--- config.mk ---
export PLATFORM = sky130hd
export DESIGN_NAME = fir_seq_ctrl_flat
export DESIGN_NICKNAME = d
export VERILOG_FILES = /design/src/rtl/fir_pkg.sv /design/src/rtl/fir_seq_ctrl_if.sv /design/src/rtl/fir_ring_addr.sv /design/src/rtl/fir_seq_ctrl.sv /design/src/flat_wrapper.sv
export SDC_FILE = /design/constraint.sdc
export NUM_CORES = 1
export LEC_CHECK = 0
export CELL_PAD_IN_SITES_DETAIL_PLACEMENT = 1
export CELL_PAD_IN_SITES_GLOBAL_PLACEMENT = 1
export CORE_MARGIN = 2
export CORE_UTILIZATION = 45
export DETAILED_ROUTE_END_ITERATION = 6
export GPL_TIMING_DRIVEN = 1
export PLACE_DENSITY = 0.88
export SYNTH_ARGS = -nofsm -noshare
export SYNTH_HDL_FRONTEND = slang
export SYNTH_SLANG_ARGS = --single-unit
--- constraint.sdc ---
create_clock -name axis_clk -period 6.1 [get_ports axis_clk]
set_input_delay 1.525 -clock axis_clk [delete_from_list [all_inputs] [get_ports axis_clk]]
set_output_delay 1.525 -clock axis_clk [all_outputs]
set_load 0.005 [all_outputs]
--- src/rtl/fir_pkg.sv ---
`default_nettype none
// ============================================================================
//  Module   : fir_pkg
//  Brief    : Shared definitions for the single-MAC FIR sequencer: sequencer
//             state encoding and default geometry of the tap/data RAMs.
//  Revision : 1.0  initial release
// ============================================================================
package fir_pkg;

  // Default number of taps; also the data RAM (ring buffer) depth.
  localparam int TAPE_NUM_DEF = 11;
  // Default RAM word-address width; must satisfy 2**ADDR_W_DEF >= TAPE_NUM_DEF.
  localparam int ADDR_W_DEF   = 4;
  // Default width of data_length and the sample counter.
  localparam int DATA_W_DEF   = 32;

  localparam int STATE_W = 3;

  // Sequencer states, explicitly encoded.
  typedef enum logic [STATE_W-1:0] {
    ST_IDLE    = 3'd0,
    ST_CLEAR   = 3'd1,
    ST_WAIT_IN = 3'd2,
    ST_MAC     = 3'd3,
    ST_FLUSH   = 3'd4,
    ST_OUT     = 3'd5
  } fir_state_e;

endpackage
`default_nettype wire

--- src/rtl/fir_seq_ctrl_if.sv ---
`default_nettype none
// ============================================================================
//  Module   : fir_seq_ctrl_if
//  Brief    : Stream handshakes and tap/data RAM + MAC control strobes seen
//             by the FIR sequencer. master = sequencer, slave = ports/datapath.
//  Revision : 1.0  initial release
// ============================================================================
interface fir_seq_ctrl_if #(
  parameter int pADDR_W = fir_pkg::ADDR_W_DEF
);
  import fir_pkg::*;

  // AXI-Stream input handshake (data path is outside the sequencer)
  logic               ss_tvalid;
  logic               ss_tlast;
  logic               ss_tready;
  // AXI-Stream output handshake (sm_tdata comes from the MAC accumulator)
  logic               sm_tready;
  logic               sm_tvalid;
  logic               sm_tlast;
  // Data RAM control
  logic               data_we;
  logic               data_zero;
  logic [pADDR_W-1:0] data_addr;
  // Tap RAM control
  logic [pADDR_W-1:0] tap_addr;
  // MAC control, aligned to the 1-cycle RAM read latency
  logic               mac_clr;
  logic               mac_en;

  modport master (
    input  ss_tvalid, ss_tlast, sm_tready,
    output ss_tready, sm_tvalid, sm_tlast,
    output data_we, data_zero, data_addr, tap_addr,
    output mac_clr, mac_en
  );

  modport slave (
    output ss_tvalid, ss_tlast, sm_tready,
    input  ss_tready, sm_tvalid, sm_tlast,
    input  data_we, data_zero, data_addr, tap_addr,
    input  mac_clr, mac_en
  );

endinterface
`default_nettype wire

--- src/rtl/fir_ring_addr.sv ---
`default_nettype none
// ============================================================================
//  Module   : fir_ring_addr
//  Brief    : Ring-buffer head pointer for the FIR data RAM. Holds the slot
//             of the newest sample and produces (head - k) mod Tape_Num, the
//             slot of the sample that meets tap k.
//  Revision : 1.0  initial release
// ============================================================================
module fir_ring_addr
  import fir_pkg::*;
#(
  parameter int Tape_Num = TAPE_NUM_DEF,
  parameter int pADDR_W  = ADDR_W_DEF
) (
  input  logic               clk,
  input  logic               rst,
  input  logic               head_clr,
  input  logic               head_inc,
  input  logic [pADDR_W-1:0] k,
  output logic [pADDR_W-1:0] head,
  output logic [pADDR_W-1:0] rd_addr
);

  localparam logic [pADDR_W-1:0] HEAD_LAST = pADDR_W'(Tape_Num - 1);
  // Depth reduced to the address width; when Tape_Num == 2**pADDR_W this is
  // zero and the modulo-2**pADDR_W wrap of the subtraction does the job.
  localparam logic [pADDR_W-1:0] DEPTH_W   = pADDR_W'(Tape_Num);

  // Head pointer: reset on start, advance with wrap after every output transfer.
  always_ff @(posedge clk or posedge rst) begin
    if (rst) begin
      head <= '0;
    end else if (head_clr) begin
      head <= '0;
    end else if (head_inc) begin
      head <= (head == HEAD_LAST) ? '0 : head + 1'b1;
    end
  end

  // (head - k) mod depth. When k exceeds head the result is head + depth - k,
  // which is always below depth, so address-width arithmetic never overflows
  // into a wrong slot.
  always_comb begin
    if (head >= k) begin
      rd_addr = head - k;
    end else begin
      rd_addr = head + DEPTH_W - k;
    end
  end

endmodule
`default_nettype wire

--- src/rtl/fir_seq_ctrl.sv ---
`default_nettype none
// ============================================================================
//  Module   : fir_seq_ctrl
//  Brief    : Sequencer for the single-MAC FIR engine. Clears the data RAM on
//             start, then for every sample accepts one stream input, walks
//             Tape_Num MAC cycles over tap RAM and the data ring buffer, and
//             presents the accumulator on the output stream.
//  Revision : 1.0  initial release
// ============================================================================
module fir_seq_ctrl
  import fir_pkg::*;
#(
  parameter int Tape_Num    = TAPE_NUM_DEF,
  parameter int pADDR_W     = ADDR_W_DEF,
  parameter int pDATA_WIDTH = DATA_W_DEF
) (
  input  logic                   axis_clk,
  input  logic                   axis_rst,
  // Register-file side
  input  logic                   ap_start,
  input  logic [pDATA_WIDTH-1:0] data_length,
  input  logic                   ap_done_clr,
  output logic                   ap_idle,
  output logic                   ap_done,
  output logic                   tlast_err,
  // Stream handshakes and RAM/MAC strobes; interface must use the same pADDR_W
  fir_seq_ctrl_if.master         bus
);

  localparam logic [pADDR_W-1:0]     K_LAST = pADDR_W'(Tape_Num - 1);
  localparam logic [pDATA_WIDTH-1:0] ONE_D  = pDATA_WIDTH'(1);

  fir_state_e               state;
  fir_state_e               state_nxt;
  logic [pADDR_W-1:0]       k;
  logic [pDATA_WIDTH-1:0]   len;
  logic [pDATA_WIDTH-1:0]   cnt;
  logic                     done_q;
  logic                     tlast_err_q;
  logic                     mac_en_q;
  logic                     mac_clr_q;
  logic [pADDR_W-1:0]       head;
  logic [pADDR_W-1:0]       rd_addr;

  logic                     k_last;
  logic                     cnt_last;
  logic                     start_ok;
  logic                     in_accept;
  logic                     out_xfer;
  logic                     len_zero;

  // Event decodes shared by the state, counter and status logic.
  always_comb begin
    k_last    = (k == K_LAST);
    // Full-width unsigned compare; len=0 never reaches the OUT state.
    cnt_last  = (cnt == (len - ONE_D));
    len_zero  = (len == '0);
    start_ok  = (state == ST_IDLE) && ap_start;
    in_accept = (state == ST_WAIT_IN) && bus.ss_tvalid;
    out_xfer  = (state == ST_OUT) && bus.sm_tready;
  end

  // State register.
  always_ff @(posedge axis_clk or posedge axis_rst) begin
    if (axis_rst) begin
      state <= ST_IDLE;
    end else begin
      state <= state_nxt;
    end
  end

  // Next-state logic.
  always_comb begin
    state_nxt = state;
    case (state)
      ST_IDLE:    if (ap_start) state_nxt = ST_CLEAR;
      ST_CLEAR:   if (k_last) state_nxt = len_zero ? ST_IDLE : ST_WAIT_IN;
      ST_WAIT_IN: if (bus.ss_tvalid) state_nxt = ST_MAC;
      ST_MAC:     if (k_last) state_nxt = ST_FLUSH;
      ST_FLUSH:   state_nxt = ST_OUT;
      ST_OUT:     if (bus.sm_tready) state_nxt = cnt_last ? ST_IDLE : ST_WAIT_IN;
      default:    state_nxt = ST_IDLE;
    endcase
  end

  // Tap/clear index: counts 0..Tape_Num-1 in CLEAR and MAC, parked at 0 elsewhere
  // so every MAC pass starts from tap 0.
  always_ff @(posedge axis_clk or posedge axis_rst) begin
    if (axis_rst) begin
      k <= '0;
    end else if ((state == ST_CLEAR) || (state == ST_MAC)) begin
      k <= k_last ? '0 : k + 1'b1;
    end else begin
      k <= '0;
    end
  end

  // Job length latch and output sample counter.
  always_ff @(posedge axis_clk or posedge axis_rst) begin
    if (axis_rst) begin
      len <= '0;
      cnt <= '0;
    end else if (start_ok) begin
      len <= data_length;
      cnt <= '0;
    end else if (out_xfer) begin
      cnt <= cnt + ONE_D;
    end
  end

  // Sticky status: done is set by job completion (set beats ap_done_clr),
  // tlast error accumulates over the job; both clear on an accepted start.
  always_ff @(posedge axis_clk or posedge axis_rst) begin
    if (axis_rst) begin
      done_q      <= 1'b0;
      tlast_err_q <= 1'b0;
    end else begin
      if ((state == ST_CLEAR && k_last && len_zero) || (out_xfer && cnt_last)) begin
        done_q <= 1'b1;
      end else if (start_ok || ap_done_clr) begin
        done_q <= 1'b0;
      end

      if (start_ok) begin
        tlast_err_q <= 1'b0;
      end else if (in_accept && (bus.ss_tlast != cnt_last)) begin
        tlast_err_q <= 1'b1;
      end
    end
  end

  // MAC strobes trail the RAM read issue by one cycle to match RAM latency;
  // the last one lands in FLUSH.
  always_ff @(posedge axis_clk or posedge axis_rst) begin
    if (axis_rst) begin
      mac_en_q  <= 1'b0;
      mac_clr_q <= 1'b0;
    end else begin
      mac_en_q  <= (state == ST_MAC);
      mac_clr_q <= (state == ST_MAC) && (k == '0);
    end
  end

  fir_ring_addr #(
    .Tape_Num (Tape_Num),
    .pADDR_W  (pADDR_W)
  ) u_ring (
    .clk      (axis_clk),
    .rst      (axis_rst),
    .head_clr (start_ok),
    .head_inc (out_xfer),
    .k        (k),
    .head     (head),
    .rd_addr  (rd_addr)
  );

  // Output decode from the state register and the counters.
  always_comb begin
    ap_idle        = (state == ST_IDLE);
    ap_done        = done_q;
    tlast_err      = tlast_err_q;
    bus.ss_tready  = 1'b0;
    bus.sm_tvalid  = 1'b0;
    bus.sm_tlast   = 1'b0;
    bus.data_we    = 1'b0;
    bus.data_zero  = 1'b0;
    bus.data_addr  = '0;
    bus.tap_addr   = '0;
    bus.mac_en     = mac_en_q;
    bus.mac_clr    = mac_clr_q;
    case (state)
      ST_CLEAR: begin
        bus.data_we   = 1'b1;
        bus.data_zero = 1'b1;
        bus.data_addr = k;
      end
      ST_WAIT_IN: begin
        // New sample is written into the head slot in the accepting cycle.
        bus.ss_tready = 1'b1;
        bus.data_we   = bus.ss_tvalid;
        bus.data_addr = head;
      end
      ST_MAC: begin
        bus.tap_addr  = k;
        bus.data_addr = rd_addr;
      end
      ST_OUT: begin
        bus.sm_tvalid = 1'b1;
        bus.sm_tlast  = cnt_last;
      end
      default: ;
    endcase
  end

endmodule
`default_nettype wire
--- src/flat_wrapper.sv ---
// flat-port wrapper written by rule: the top's interface ports become plain ports
module fir_seq_ctrl_flat import fir_pkg::*;
#(
  parameter int Tape_Num    = TAPE_NUM_DEF,
  parameter int pADDR_W     = ADDR_W_DEF,
  parameter int pDATA_WIDTH = DATA_W_DEF
)
  (axis_clk, axis_rst, ap_start, data_length, ap_done_clr, ap_idle, ap_done, tlast_err, bus_ss_tvalid, bus_ss_tlast, bus_sm_tready, bus_ss_tready, bus_sm_tvalid, bus_sm_tlast, bus_data_we, bus_data_zero, bus_data_addr, bus_tap_addr, bus_mac_clr, bus_mac_en);
  fir_seq_ctrl_if #(.pADDR_W(pADDR_W)) bus_i ();
  input  logic axis_clk;
  input  logic axis_rst;
  input  logic ap_start;
  input  logic [pDATA_WIDTH-1:0] data_length;
  input  logic ap_done_clr;
  output logic ap_idle;
  output logic ap_done;
  output logic tlast_err;
  input wire logic [$bits(bus_i.ss_tvalid)-1:0] bus_ss_tvalid;
  input wire logic [$bits(bus_i.ss_tlast)-1:0] bus_ss_tlast;
  input wire logic [$bits(bus_i.sm_tready)-1:0] bus_sm_tready;
  output wire logic [$bits(bus_i.ss_tready)-1:0] bus_ss_tready;
  output wire logic [$bits(bus_i.sm_tvalid)-1:0] bus_sm_tvalid;
  output wire logic [$bits(bus_i.sm_tlast)-1:0] bus_sm_tlast;
  output wire logic [$bits(bus_i.data_we)-1:0] bus_data_we;
  output wire logic [$bits(bus_i.data_zero)-1:0] bus_data_zero;
  output wire logic [$bits(bus_i.data_addr)-1:0] bus_data_addr;
  output wire logic [$bits(bus_i.tap_addr)-1:0] bus_tap_addr;
  output wire logic [$bits(bus_i.mac_clr)-1:0] bus_mac_clr;
  output wire logic [$bits(bus_i.mac_en)-1:0] bus_mac_en;
  assign bus_i.ss_tvalid = bus_ss_tvalid;
  assign bus_i.ss_tlast = bus_ss_tlast;
  assign bus_i.sm_tready = bus_sm_tready;
  assign bus_ss_tready = bus_i.ss_tready;
  assign bus_sm_tvalid = bus_i.sm_tvalid;
  assign bus_sm_tlast = bus_i.sm_tlast;
  assign bus_data_we = bus_i.data_we;
  assign bus_data_zero = bus_i.data_zero;
  assign bus_data_addr = bus_i.data_addr;
  assign bus_tap_addr = bus_i.tap_addr;
  assign bus_mac_clr = bus_i.mac_clr;
  assign bus_mac_en = bus_i.mac_en;
  fir_seq_ctrl #(.Tape_Num(Tape_Num), .pADDR_W(pADDR_W), .pDATA_WIDTH(pDATA_WIDTH)) u_core (.axis_clk(axis_clk), .axis_rst(axis_rst), .ap_start(ap_start), .data_length(data_length), .ap_done_clr(ap_done_clr), .ap_idle(ap_idle), .ap_done(ap_done), .tlast_err(tlast_err), .bus(bus_i));
endmodule
==> flow_metrics.py <==
metrics = {
    "detailed_routing": {
        "vias_per_cell": 5.736,
        "antenna_left": 0,
        "drc": 0,
        "vias": 4417,
        "first_iter_violations": 168,
        "wire_per_inst_um": 17.84,
        "wl_um": 13730,
        "drt_first_pass_iters": 4,
    },
    "global_routing": {
        "grt_pass1_vias": 4594,
        "overflow": 0,
        "grt_max_degree": 42,
        "grtUsageTotal": 0.2495,
        "grt_pass1_wl_um": 22830,
        "antenna_found_initial": 0,
    },
    "worst_setup_path": {
        "crit_path_start": "u_core.len[0]",
        "path_class": "reg2out",
        "end_kind": "output port",
        "worstPathMaxFanout": 7,
        "r2r_start": "u_core.len[0]",
        "cp.required_ps": 4580,
        "worst_setup_path_start_kind": "flop",
        "critPathArrivalTime_ps": 4050,
    },
    "synth": {
        "synthesis.nets": 628,
        "ys_warn_count": 0,
        "synthFlopType": "dfrtp_1",
        "synth_enable_flop_cells": 0,
        "syn_area_per_cell_um2": 8.632,
        "synth_cells": 574,
        "yosysUniqueCellTypes": 61,
        "seq_area_frac_synth": 0.3990,
        "synthArstFlopShare": 1.000,
        "ys_ff_latch": 79,
        "netlist_area_um2": 4955,
    },
    "final_layout": {
        "drive_gt1_frac": 0.06190,
        "syn_to_final_growth_pct": 18.79,
        "diodes": 0,
        "nFillCells": 1282,
        "fin_cells": 770,
        "nNetsFinal": 679,
        "utilization": 0.5453,
    },
    "placed_design": {
        "post-place-cells": 754,
        "port_buffers": 56,
        "dp_hpwl_um": 10210,
        "routabilityCongestion": 0.8401,
    },
    "clocking": {
        "numCtsBuffers": 9,
        "clockBufferDepth": 2,
        "path_clk_slew_ps": 80,
        "insertion_delay_ps": 390,
        "clock-sinks": 79,
        "htreeDepth": 3,
        "cts_resized": 0,
        "ctsRootBufferMaster": "clkbuf_8",
        "postCtsSetupBuffers": 0,
        "cts_hold_buf": 0,
        "cts_tree": "yes",
    },
    "floorplanning": {
        "core_area_um2": 10790,
        "die_h_um": 108.9,
        "floorplan.initialDensity": 0.4591,
        "io_pins": 57,
        "die-area_um2": 11870,
        "num_rows": 38,
        "die_x_um": 108.9,
    },
    "flow_run": {
        "cap_violations": 0,
    },
    "pwr": {
        "p_sw_frac": 0.4225,
        "pwr_density_cell_nw_per_um2": 423.5,
        "p_comb_frac": 0.447,
        "ir_worst_vdd_v": 0.0002114,
        "p_leak_nw": 2.571,
        "seqPwrFrac": 0.359,
        "clockPowerShare": 0.195,
        "p_total_mw": 2.493,
        "p_sw_mw": 1.053,
        "internal_power_mw": 1.440,
    },
    "outcome": {
        "status": "completed",
    },
    "sta": {
        "final_hold_viol_count": 0,
        "fin_tns_setup_ps": 0,
        "timing.slew.headroom": 0.4507,
        "period_share": 0.9135,
        "grt_setup_unrepaired": "no",
        "max_freq_mhz": 179.4,
        "skew_ps": 14.04,
        "setup_viol": 0,
        "report.final.slew_viol_count": 0,
        "fin_crit_ps": 5573,
        "worst_slew_pin_slew_ps": 822.7,
    },
    "worst_hold_path": {
        "min_from": "u_core.tlast_err",
        "hold_class": "reg2reg",
    },
}
## sequential cells by signal, indices dropped and copies added, names as in the netlist
name	flops
u_core.u_ring.head	4
u_core.ap_done	1
u_core.state	3
u_core.bus.mac_en	1
u_core.k	4
u_core.cnt	32
u_core.len	32
u_core.tlast_err	1
u_core.bus.mac_clr	1
## metal layers
layer  part of all wire  global-route usage
met1               0.43              0.3048
met2               0.50              0.4228
met3              0.037             0.04603
met4              0.033              0.1209
met5                  0                   0
## Yosys cell counts (4+ instances only)
master | n | area, um^2
a21oi_1 | 11 | 55.05
ha_1 | 12 | 150.1
nand4_1 | 14 | 87.58
nand2_1 | 120 | 450.4
nor2_1 | 54 | 202.7
and4_1 | 4 | 35.03
a211oi_1 | 4 | 30.03
a21o_1 | 4 | 30.03
nand3_1 | 19 | 95.09
nor4_1 | 9 | 56.30
inv_1 | 17 | 63.81
dfrtp_1 | 79 | 1977
xor2_1 | 43 | 376.6
and2_1 | 6 | 37.54
o21ai_0 | 25 | 125.1
xnor2_1 | 31 | 271.5
clkbuf_1 | 18 | 67.56
nor3_1 | 10 | 50.05
nor2b_1 | 7 | 43.79
nor3b_1 | 4 | 30.03
a22oi_1 | 4 | 30.03
or3_1 | 7 | 43.79
and3_1 | 8 | 50.05
## layout make-up
| cell class | instances | area, um^2 | share of cell area |
|---|---|---|---|
| inverter | 17 | 63.81 | 0.01084 |
| clock inverter | 7 | 121.4 | 0.02062 |
| timing repair buffer | 61 | 598.1 | 0.1016 |
| clock buffer | 9 | 123.9 | 0.02105 |
| multi-input combinational | 457 | 2826 | 0.4802 |
| tap | 140 | 175.2 | 0.02976 |
| sequential | 79 | 1977 | 0.3359 |
## placed cells by master, fill, tap and decap left out, types with 3 or more instances in the layout
cell / n
nand2_1: 120
dfrtp_1: 79
clkdlybuf4s50_1: 56
nor2_1: 54
xor2_1: 43
xnor2_1: 31
o21ai_0: 25
nand3_1: 19
inv_1: 16
nand4_1: 14
ha_1: 12
a21oi_1: 11
nor3_1: 10
nor4_1: 9
clkbuf_8: 9
and3_1: 8
or3_1: 7
nor2b_1: 7
and2_1: 5
buf_4: 5
and4_1: 4
nor3b_1: 4
a21o_1: 4
a211oi_1: 4
a22oi_1: 4
o211ai_1: 3
mux2i_1: 3
nand4b_1: 3
or3_2: 3
a31oi_1: 3
fa_1: 3
clkinv_4: 3
bufinv_16: 3
## worst paths after layout
kind / to / slack (ps) / cells after the start
min in group asynchronous: u_core.cnt[4] / 1610 / 2
worst max register to register: u_core.state[1] / 2740 / 10
worst max-delay path: bus_sm_tlast / 530 / 11
worst min-delay path: u_core.tlast_err / 520 / 2
worst min register to register: u_core.tlast_err / 520 / 2
max in group asynchronous: u_core.cnt[27] / 3450 / 3
## critical path: stages, from the launching register on
cell             delay, ps
dfrtp_1                440
inv_1                  100
ha_1                   230
nor3b_1                580
nand3_1                210
or3_2                  490
a221oi_1               370
nand3_1                140
nor4_1                 320
nand3_1                140
nor2_1                 140
clkdlybuf4s50_1        530
## logic make-up (layout without fill, tap and decap cells)
logic type,Yosys count,in the layout,share of synthesized area
compound gates,72,72,0.09293
xor+xnor,74,74,0.1308
fa+ha+maj,15,15,0.04242
buf+inv,38,94,0.03081
flops,79,79,0.3990
mux,5,5,0.01061
simple gates,291,291,0.2934
## power groups by stage
stage          combinational [mW]  clock, mW  sequential, mW
2_1_floorplan               0.806          0           0.803
3_3_place_gp                 1.06          0           0.879
3_5_place_dp                 1.10          0           0.898
4_1_cts                      1.12      0.492           0.891
5_1_grt                      1.25      0.515           0.923
6_report                     1.11      0.486           0.894
## metrics by stage
| stage | cell area [um^2] | hold WS [ps] | worst slack (ps) |
|---|---|---|---|
| after detailed placement | 5640 | 509.8 | 961.9 |
| after global routing | 5886 | 577.8 | 72.02 |
| final | 5886 | 520.4 | 527.4 |
| after floorplan | 4955 | 479.3 | 1858 |
| after global placement | 5640 | 506.4 | 1084 |
| after CTS | 5886 | 529.0 | 520.7 |
(Power assumes the default switching activity.)
